<file path="config.mk">
export PLATFORM = sky130hd
export DESIGN_NAME = wiener_coef_bank_ctrl
export DESIGN_NICKNAME = d
export VERILOG_FILES = /design/src/rtl/wiener_coef_bank_ctrl.sv
export SDC_FILE = /design/constraint.sdc
export NUM_CORES = 1
export LEC_CHECK = 0
export BUFFER_PORTS_ARGS = -buffer_cell sky130_fd_sc_hd__buf_2
export CAP_MARGIN = 10
export CORE_MARGIN = 2
export CORE_UTILIZATION = 50
export CTS_CLUSTER_SIZE = 30
export DETAILED_ROUTE_END_ITERATION = 10
export GPL_ROUTABILITY_DRIVEN = 0
export PLACE_DENSITY = 0.93
export SKIP_LAST_GASP = 1
export SYNTH_ARGS = -nofsm -noshare
export SYNTH_HDL_FRONTEND = slang
export SYNTH_SLANG_ARGS = --single-unit
</file>
<file path="constraint.sdc">
create_clock -name clk_in -period 5.65 [get_ports clk_in]
set_input_delay 1.13 -clock clk_in [delete_from_list [all_inputs] [get_ports clk_in]]
set_output_delay 1.13 -clock clk_in [all_outputs]
set_load 0.05 [all_outputs]
</file>
<file path="src/rtl/wiener_coef_bank_ctrl.sv">
// Ping-pong bank controller for the Wiener coefficient RAM: the loader fills the shadow
// bank, and a completed set becomes active only between decode frames.
module wiener_coef_bank_ctrl #(
  parameter int ADDR_W        = 8,
  parameter int DATA_W        = 16,
  parameter int FRAME_TIMEOUT = 4096
) (
  input  logic              clk_in,
  input  logic              reset,
  input  logic              ld_wr_en,
  input  logic [ADDR_W-1:0] ld_wr_addr,
  input  logic [DATA_W-1:0] ld_wr_data,
  input  logic              dec_frame_start,
  input  logic              dec_frame_done,
  input  logic              dec_rd_en,
  input  logic [ADDR_W-1:0] dec_rd_addr,
  output logic [DATA_W-1:0] dec_rd_data,
  output logic              dec_rd_valid,
  output logic              ram_wr_en,
  output logic [ADDR_W:0]   ram_wr_addr,
  output logic [DATA_W-1:0] ram_wr_data,
  output logic [ADDR_W:0]   ram_rd_addr,
  input  logic [DATA_W-1:0] ram_rd_data,
  output logic              bank_sel,
  output logic              coef_valid,
  output logic [7:0]        swap_cnt,
  output logic              seq_err,
  output logic              ovf,
  output logic              frame_to
);

  localparam int TCNT_W = (FRAME_TIMEOUT > 1) ? $clog2(FRAME_TIMEOUT) : 1;

  typedef enum logic [1:0] {LD_IDLE, LD_FILL, LD_PEND} ld_state_t;
  typedef enum logic       {F_IDLE, F_ACTIVE}          f_state_t;

  ld_state_t         ld_q, ld_d;
  f_state_t          f_q, f_d;
  logic [ADDR_W:0]   fcnt_q, fcnt_d;
  logic [TCNT_W-1:0] tcnt_q, tcnt_d;
  logic              bank_q, bank_d;
  logic              fbank_q, fbank_d;
  logic              cvalid_q, cvalid_d;
  logic [7:0]        swap_cnt_q, swap_cnt_d;
  logic              ovf_q, ovf_d;
  logic              frame_to_q, frame_to_d;
  logic              rd_valid_q;
  logic              wr_accept;
  logic              seq_err_c;
  logic              swap;

  // Swap is judged on registered state only, so the done cycle of a frame never swaps.
  assign swap = (ld_q == LD_PEND) && (f_q == F_IDLE);

  always_comb begin
    bank_d     = bank_q ^ swap;
    cvalid_d   = cvalid_q | swap;
    swap_cnt_d = swap_cnt_q + {7'd0, swap};
  end

  always_comb begin
    ld_d      = ld_q;
    fcnt_d    = fcnt_q;
    ovf_d     = ovf_q;
    wr_accept = 1'b0;
    seq_err_c = 1'b0;
    unique case (ld_q)
      LD_IDLE: begin
        if (ld_wr_en) begin
          if (ld_wr_addr == '0) begin
            wr_accept = 1'b1;
            fcnt_d    = (ADDR_W+1)'(1);
            ld_d      = LD_FILL;
          end else begin
            seq_err_c = 1'b1;
          end
        end
      end
      LD_FILL: begin
        if (ld_wr_en) begin
          if (ld_wr_addr == '0) begin
            wr_accept = 1'b1;
            seq_err_c = 1'b1;
            fcnt_d    = (ADDR_W+1)'(1);
          end else if (ld_wr_addr == fcnt_q[ADDR_W-1:0]) begin
            wr_accept = 1'b1;
            fcnt_d    = fcnt_q + (ADDR_W+1)'(1);
            if (ld_wr_addr == '1) ld_d = LD_PEND;
          end else begin
            seq_err_c = 1'b1;
            fcnt_d    = '0;
            ld_d      = LD_IDLE;
          end
        end
      end
      LD_PEND: begin
        if (ld_wr_en) ovf_d = 1'b1;
        if (swap) begin
          ld_d   = LD_IDLE;
          fcnt_d = '0;
        end
      end
      default: begin
        ld_d   = LD_IDLE;
        fcnt_d = '0;
      end
    endcase
  end

  // A frame always reads the bank that is active after its start edge.
  always_comb begin
    f_d        = f_q;
    tcnt_d     = tcnt_q;
    fbank_d    = fbank_q;
    frame_to_d = 1'b0;
    unique case (f_q)
      F_IDLE: begin
        if (dec_frame_start) begin
          f_d     = F_ACTIVE;
          tcnt_d  = '0;
          fbank_d = bank_d;
        end
      end
      F_ACTIVE: begin
        if (dec_frame_done && dec_frame_start) begin
          tcnt_d  = '0;
          fbank_d = bank_d;
        end else if (dec_frame_done) begin
          f_d = F_IDLE;
        end else if (tcnt_q == TCNT_W'(FRAME_TIMEOUT - 1)) begin
          f_d        = F_IDLE;
          frame_to_d = 1'b1;
        end else begin
          tcnt_d = tcnt_q + TCNT_W'(1);
        end
      end
      default: f_d = F_IDLE;
    endcase
  end

  always_ff @(posedge clk_in) begin
    if (reset) begin
      ld_q       <= LD_IDLE;
      f_q        <= F_IDLE;
      fcnt_q     <= '0;
      tcnt_q     <= '0;
      bank_q     <= 1'b0;
      fbank_q    <= 1'b0;
      cvalid_q   <= 1'b0;
      swap_cnt_q <= '0;
      ovf_q      <= 1'b0;
      frame_to_q <= 1'b0;
      rd_valid_q <= 1'b0;
    end else begin
      ld_q       <= ld_d;
      f_q        <= f_d;
      fcnt_q     <= fcnt_d;
      tcnt_q     <= tcnt_d;
      bank_q     <= bank_d;
      fbank_q    <= fbank_d;
      cvalid_q   <= cvalid_d;
      swap_cnt_q <= swap_cnt_d;
      ovf_q      <= ovf_d;
      frame_to_q <= frame_to_d;
      rd_valid_q <= dec_rd_en;
    end
  end

  // Write side is zero-latency from the loader; the active bank is never addressed.
  assign ram_wr_en    = wr_accept & ~reset;
  assign ram_wr_addr  = ram_wr_en ? {~bank_q, ld_wr_addr} : '0;
  assign ram_wr_data  = ram_wr_en ? ld_wr_data : '0;
  assign seq_err      = seq_err_c & ~reset;

  assign ram_rd_addr  = {((f_q == F_ACTIVE) ? fbank_q : bank_q), dec_rd_addr};
  assign dec_rd_valid = rd_valid_q;
  assign dec_rd_data  = ram_rd_data;

  assign bank_sel     = bank_q;
  assign coef_valid   = cvalid_q;
  assign swap_cnt     = swap_cnt_q;
  assign ovf          = ovf_q;
  assign frame_to     = frame_to_q;

endmodule

</file>
After elaboration in Yosys (flattened, before gate mapping)
Cells that the tools add are included.
{"block": "word_totals", "regBits": 38, "latch_bits": 0, "ramBits": 0, "romBits": 0, "output_inout_bits": 65, "word_cells": 90, "memories": 0}
{"block": "op_classes", "n_addsub": 3, "mul": 0, "div_mod_pow": 0, "n_lt_le_gt_ge": 0, "n_eq_ne": 15, "shift": 0, "muxes": 44, "n_bitwise": 7, "reduce_logical": 10}
{"op": "9-bit two-way mux", "n": 7}
{"op": "12-bit two-way mux", "n": 4}
{"op": "9-bit one-hot mux with 3 select lines", "n": 1}
{"op": "12-bit one-hot mux with 2 select lines", "n": 1}
{"op": "1-bit two-way mux", "n": 18}
{"op": "16-bit two-way mux", "n": 1}
{"op": "2-bit two-way mux", "n": 7}
{"op": "12-bit by 1-bit adder with 12-bit output, second input constant", "n": 1}
{"op": "12-bit equality test, second input constant", "n": 1}
{"op": "2-bit inequality test, second input constant", "n": 6}
{"op": "9-bit by 1-bit adder with 9-bit output, second input constant", "n": 1}
{"op": "8-bit by 1-bit adder with 8-bit output", "n": 1}
{"op": "8-bit equality test", "n": 1}
{"op": "8-bit equality test, second input constant", "n": 1}
{"op": "8-bit zero test", "n": 1}
{"op": "1-bit one-hot mux with 2 select lines", "n": 4}
{"op": "3-bit inequality test, second input constant", "n": 2}
{"op": "2-bit one-hot mux with 3 select lines", "n": 1}
{"op": "6-bit AND reduction", "n": 1}
{"op": "2-bit AND reduction", "n": 2}
{"op": "4-bit AND reduction", "n": 1}
{"op": "4-bit OR reduction", "n": 1}
{"op": "3-bit by 2-bit inequality test with 1-bit output, second input constant", "n": 1}
{"op": "1-bit inverter", "n": 3}
{"op": "9 further kinds", "n": 11}

Logic depth before layout (Yosys ltp)
{"block": "logic_depth", "depth_word": 7, "mapped_depth": 7, "mapped_depth_nobuf": 7}

Worst setup path before layout
Ideal clock, no wire load.
{"block": "synth_path", "path_kind": "input to output", "from": "input ld_wr_addr[5]", "to": "output ram_wr_addr[8]", "arrival_time_ps": 2717, "required_ps": 4520, "slack_ps": 1803, "cell_stages": 5, "n_path_buf": 0, "path_cell_list": "xnor2_1 nand4_1 nor4b_4 o21a_4 nor2b_1"}
{"block": "synth_via", "elab_chain_cells": 7}
{"element": "start: declaration", "line_no": "11", "source": "input logic [ADDR_W-1:0] ld_wr_addr,"}
{"element": "8-bit equality test", "line_no": "85", "source": "end else if (ld_wr_addr == fcnt_q[ADDR_W-1:0]) begin"}
{"element": "1-bit two-way mux", "line_no": "85"}
{"element": "1-bit two-way mux", "line_no": "81", "source": "if (ld_wr_addr == '0) begin"}
{"element": "1-bit two-way mux", "line_no": "80", "source": "if (ld_wr_en) begin"}
{"element": "1-bit one-hot mux with 2 select lines *", "line_no": "67", "source": "unique case (ld_q)"}
{"element": "1-bit bitwise AND *", "line_no": "170", "source": "assign ram_wr_en = wr_accept & ~reset;"}
{"element": "9-bit two-way mux *", "line_no": "171", "source": "assign ram_wr_addr = ram_wr_en ? {~bank_q, ld_wr_addr} : '0;"}
{"element": "end: declaration", "line_no": "20", "source": "output logic [ADDR_W:0] ram_wr_addr,"}
Every way passes the cells marked *; elsewhere a longest branch is shown, timed or not.

Worst setup path after layout
{"block": "layout_path", "from": "input ld_wr_addr[1]", "to": "output ram_wr_addr[8]"}
The elaborated chain is that of the path after synthesis.

==> qor.txt <==
status: finished clean
Initial Utilization: 51.03%
Area contributors post-synth: dfxtp_1 31%, buf_4 7.9%, xnor2_1 6.7%, and2_1 6.4%, nor2_1 4.8%
fmax: 254.1 MHz
Req. time, crit path: 4.52 ns
final setup margin: 1.715 ns
largest family of logic cells by synthesized area: simple AND/OR/NAND/NOR gates
PostCTS Resize Cnt: 0
Post-Route Skew: 0.004729 ns
maxcap violations: 0
EDFF count, synth: 0
area leader, netlist: dfxtp_1
Max H-tree Level: 2
Critical Path Fanout Max: 26
number of global-route vias before repair: 1960
drt pass-1 iters: 4
Place WS: 1.716 ns
startpoint types: input pin
Pins Over Slew Limit: 0
Final setup viols: 0
CP endpoint kind: output port
Post-Synth XOR/XNOR Area: 8.528%
part of the cycle the worst path needs: 69.65%
CTS Buf Count: 5
NumNets Final: 385
top cell type's share of synthesized area: 31.36%
Mapped Area: 2362 um^2
Routed WL per cell: 15.08 um
RR Startpoint: ld_q[0]
Worst Tran Pin Value: 0.6119 ns
gr usage total: 21.75%
largest net degree at the start of global routing: 30
die area: 5290 um^2
Post-Route Utilization: 57.05%
reg-to-reg endpoint: fcnt_q[1]
Hold Path Class: flip-flop to flip-flop
worst slew margin relative to its limit: 58.90%
TNS Setup: 0 ns
Leakage Power: 1.101 nW
CTS Sinks: 37
Max Root-Sink Buffers: 2
worst path arrival time: 2.81 ns
critical path class: input pin to output port
Core ar.: 4629 um^2
via count: 2133
cells on worst reg2reg path: 5
PortBufs: 70
Post-Synthesis Mean Instance Area: 8.407 um^2
sequential fraction of the synthesis area: 31.36%
antenna viol nets, final: 0
worst hold endpoint: coef_valid
Hold Path Depth: 2
clk_lat worst skew: 0.29 ns
Pwr Density: 182.3 nW/um^2
RSZ-0062 raised after global routing: no
dpl cells: 374
Hold Fails Final Rpt: 0
Die H: 72.74 um
global route total overflow: 0
initial drt markers: 187
fraction of the mapped netlist area in simple logic gates: 34.38%
multi-input logic area: 1369 um^2
Worst R2R Setup Slack: 3.78 ns
I/O pin count: 119
final cell count without fillers: 384
area grow syn2layout: 11.81%
layout cells sized above 1: 29.57%
area of placed instances: 2554 um^2
Die W: 72.74 um
post-synthesis mux area share: 0.9004%
FP Rows: 25
Synth Warn #: 0
Post-CTS Setup Repair Bufs: 0
adder-cell area share of the yosys netlist: 2.119%
Final min period: 3.935 ns
Max VDD drop: 88.02 uV
clk root buf: clkbuf_8
Final Cell Area: 2641 um^2
Synth cell types: 56
post-detail-place hpwl: 4504 um
TritonCTS clock tree: built
drt via density: 5.555
first-pass GRT wire length: 8818 um
register clock-pin slew on the reported worst setup and hold paths: 0.07 ns
DRC Markers: 0
Synth Flop Type: dfxtp_1
Detailed Route WL: 5789 um
initial antenna violation count: 2
register bit total from synthesis: 37
Reg area: 740.7 um^2
post-synthesis compound-gate area fraction: 12.02%
Post-Synthesis Cells: 281
hold path start: coef_valid
Hold-fix buffers, CTS: 0
Synth async-reset ratio: 0%
Mapped Nets: 339
fillcell total: 407
-- critical path, cell delays in order --
cell,delay (ns)
buf_2,0.14
xnor2_1,0.20
nand4_1,0.18
nor4b_4,0.41
o21a_4,0.30
nor2b_1,0.16
buf_2,0.27
-- how the worst max path moves through the flow --
stage	startpoint	cells past startpoint	slack, ns	endpoint
2_1_floorplan	ld_wr_addr[5]	5	1.80	ram_wr_addr[8]
3_3_place_gp	ld_wr_addr[5]	7	1.82	ram_wr_data[13]
3_5_place_dp	ld_wr_addr[5]	7	1.72	ram_wr_addr[8]
4_1_cts	ld_wr_addr[5]	7	1.71	ram_wr_addr[8]
5_1_grt	ld_wr_addr[5]	7	1.59	ram_wr_addr[7]
6_report	ld_wr_addr[1]	7	1.71	ram_wr_addr[8]
-- final cells by class --
cell class	count	share of cell area (%)
antenna	2	0.1895
clock buffer	6	2.748
clock inverter	2	0.3790
inverter	7	0.9948
multi-input combinational	206	51.82
sequential	37	28.04
tap	54	2.558
timing repair buffer	70	13.26
-- cell usage after synthesis (2+ instances only) --
library cell   n
and3_1         4
and2b_1        2
xnor2_1       18
buf_1          2
nand4_1        5
and2_1        24
buf_4         25
a31oi_1        7
buf_6          2
nand2_1       20
nor2b_1        5
ha_1           4
a21oi_1        6
dfxtp_1       37
o21ai_0        7
nand4b_1       2
nor2_1        30
inv_1          7
xor2_1         5
nand3_1       21
nor4_1         3
nor3_1         7
nor4_4         3
or2_2          3
-- power by group --
part / switching, mW / leakage (nW) / total (mW) / internal (mW)
combinational: 0.0282 / 0.757 / 0.0437 / 0.0155
clock: 0.0884 / 0.0450 / 0.174 / 0.0853
sequential: 0.00163 / 0.299 / 0.264 / 0.262
total: 0.118 / 1.10 / 0.481 / 0.363
-- layer usage --
layer	vias up	GRT usage [%]	wire length, um	share of wire, %
met2	96	37.88	2935	51
met5	-	0	0	0
met3	19	7.735	454	7.8
met1	969	22.00	2247	39
li1	1049	-	-	-
met4	0	13.58	152	2.6
-- cells in the final DEF (no fill, tap or decap), types with 2 or more instances in the layout --
master    instances
buf_2            70
dfxtp_1          37
nor2_1           30
and2_1           24
nand3_1          21
nand2_1          20
xnor2_1          18
inv_1             7
o21ai_0           7
nor3_1            7
a31oi_1           7
a21oi_1           6
nand4_1           5
nor2b_1           5
xor2_1            5
clkbuf_8          5
and3_1            4
ha_1              4
nor4_4            3
or2_2             3
nor4_1            3
diode_2           2
and2b_1           2
nand4b_1          2
clkinv_2          2
-- flip-flops by register name (all words and copies together) (netlist names) --
| register | cells |
|---|---|
| tcnt_q | 12 |
| fcnt_q | 8 |
| swap_cnt | 8 |
| ld_q | 2 |
| bank_sel | 1 |
| coef_valid | 1 |
| dec_rd_valid | 1 |
| f_q | 1 |
| fbank_q | 1 |
| frame_to | 1 |
| ovf | 1 |
-- through the flow --
stage,total power [mW],hold WS [ns]
after global routing,0.5002,0.5108
final,0.4814,0.4819
after detailed placement,0.3128,0.4750
after floorplan,0.3378,0.4556
after CTS,0.4851,0.4937
after global placement,0.3119,0.4496
-- logic make-up (layout without fill, tap and decap cells) --
family                   after synthesis  count (layout)
buffers and inverters                 38              85
flip-flops                            37              37
AND/OR/NAND/NOR                      140             140
adder cells (fa/ha/maj)                4               4
multiplexers                           2               2
AO/OA/AOI/OAI                         37              37
other                                  0               2
XOR/XNOR                              23              23
(Power assumes the default switching activity.)
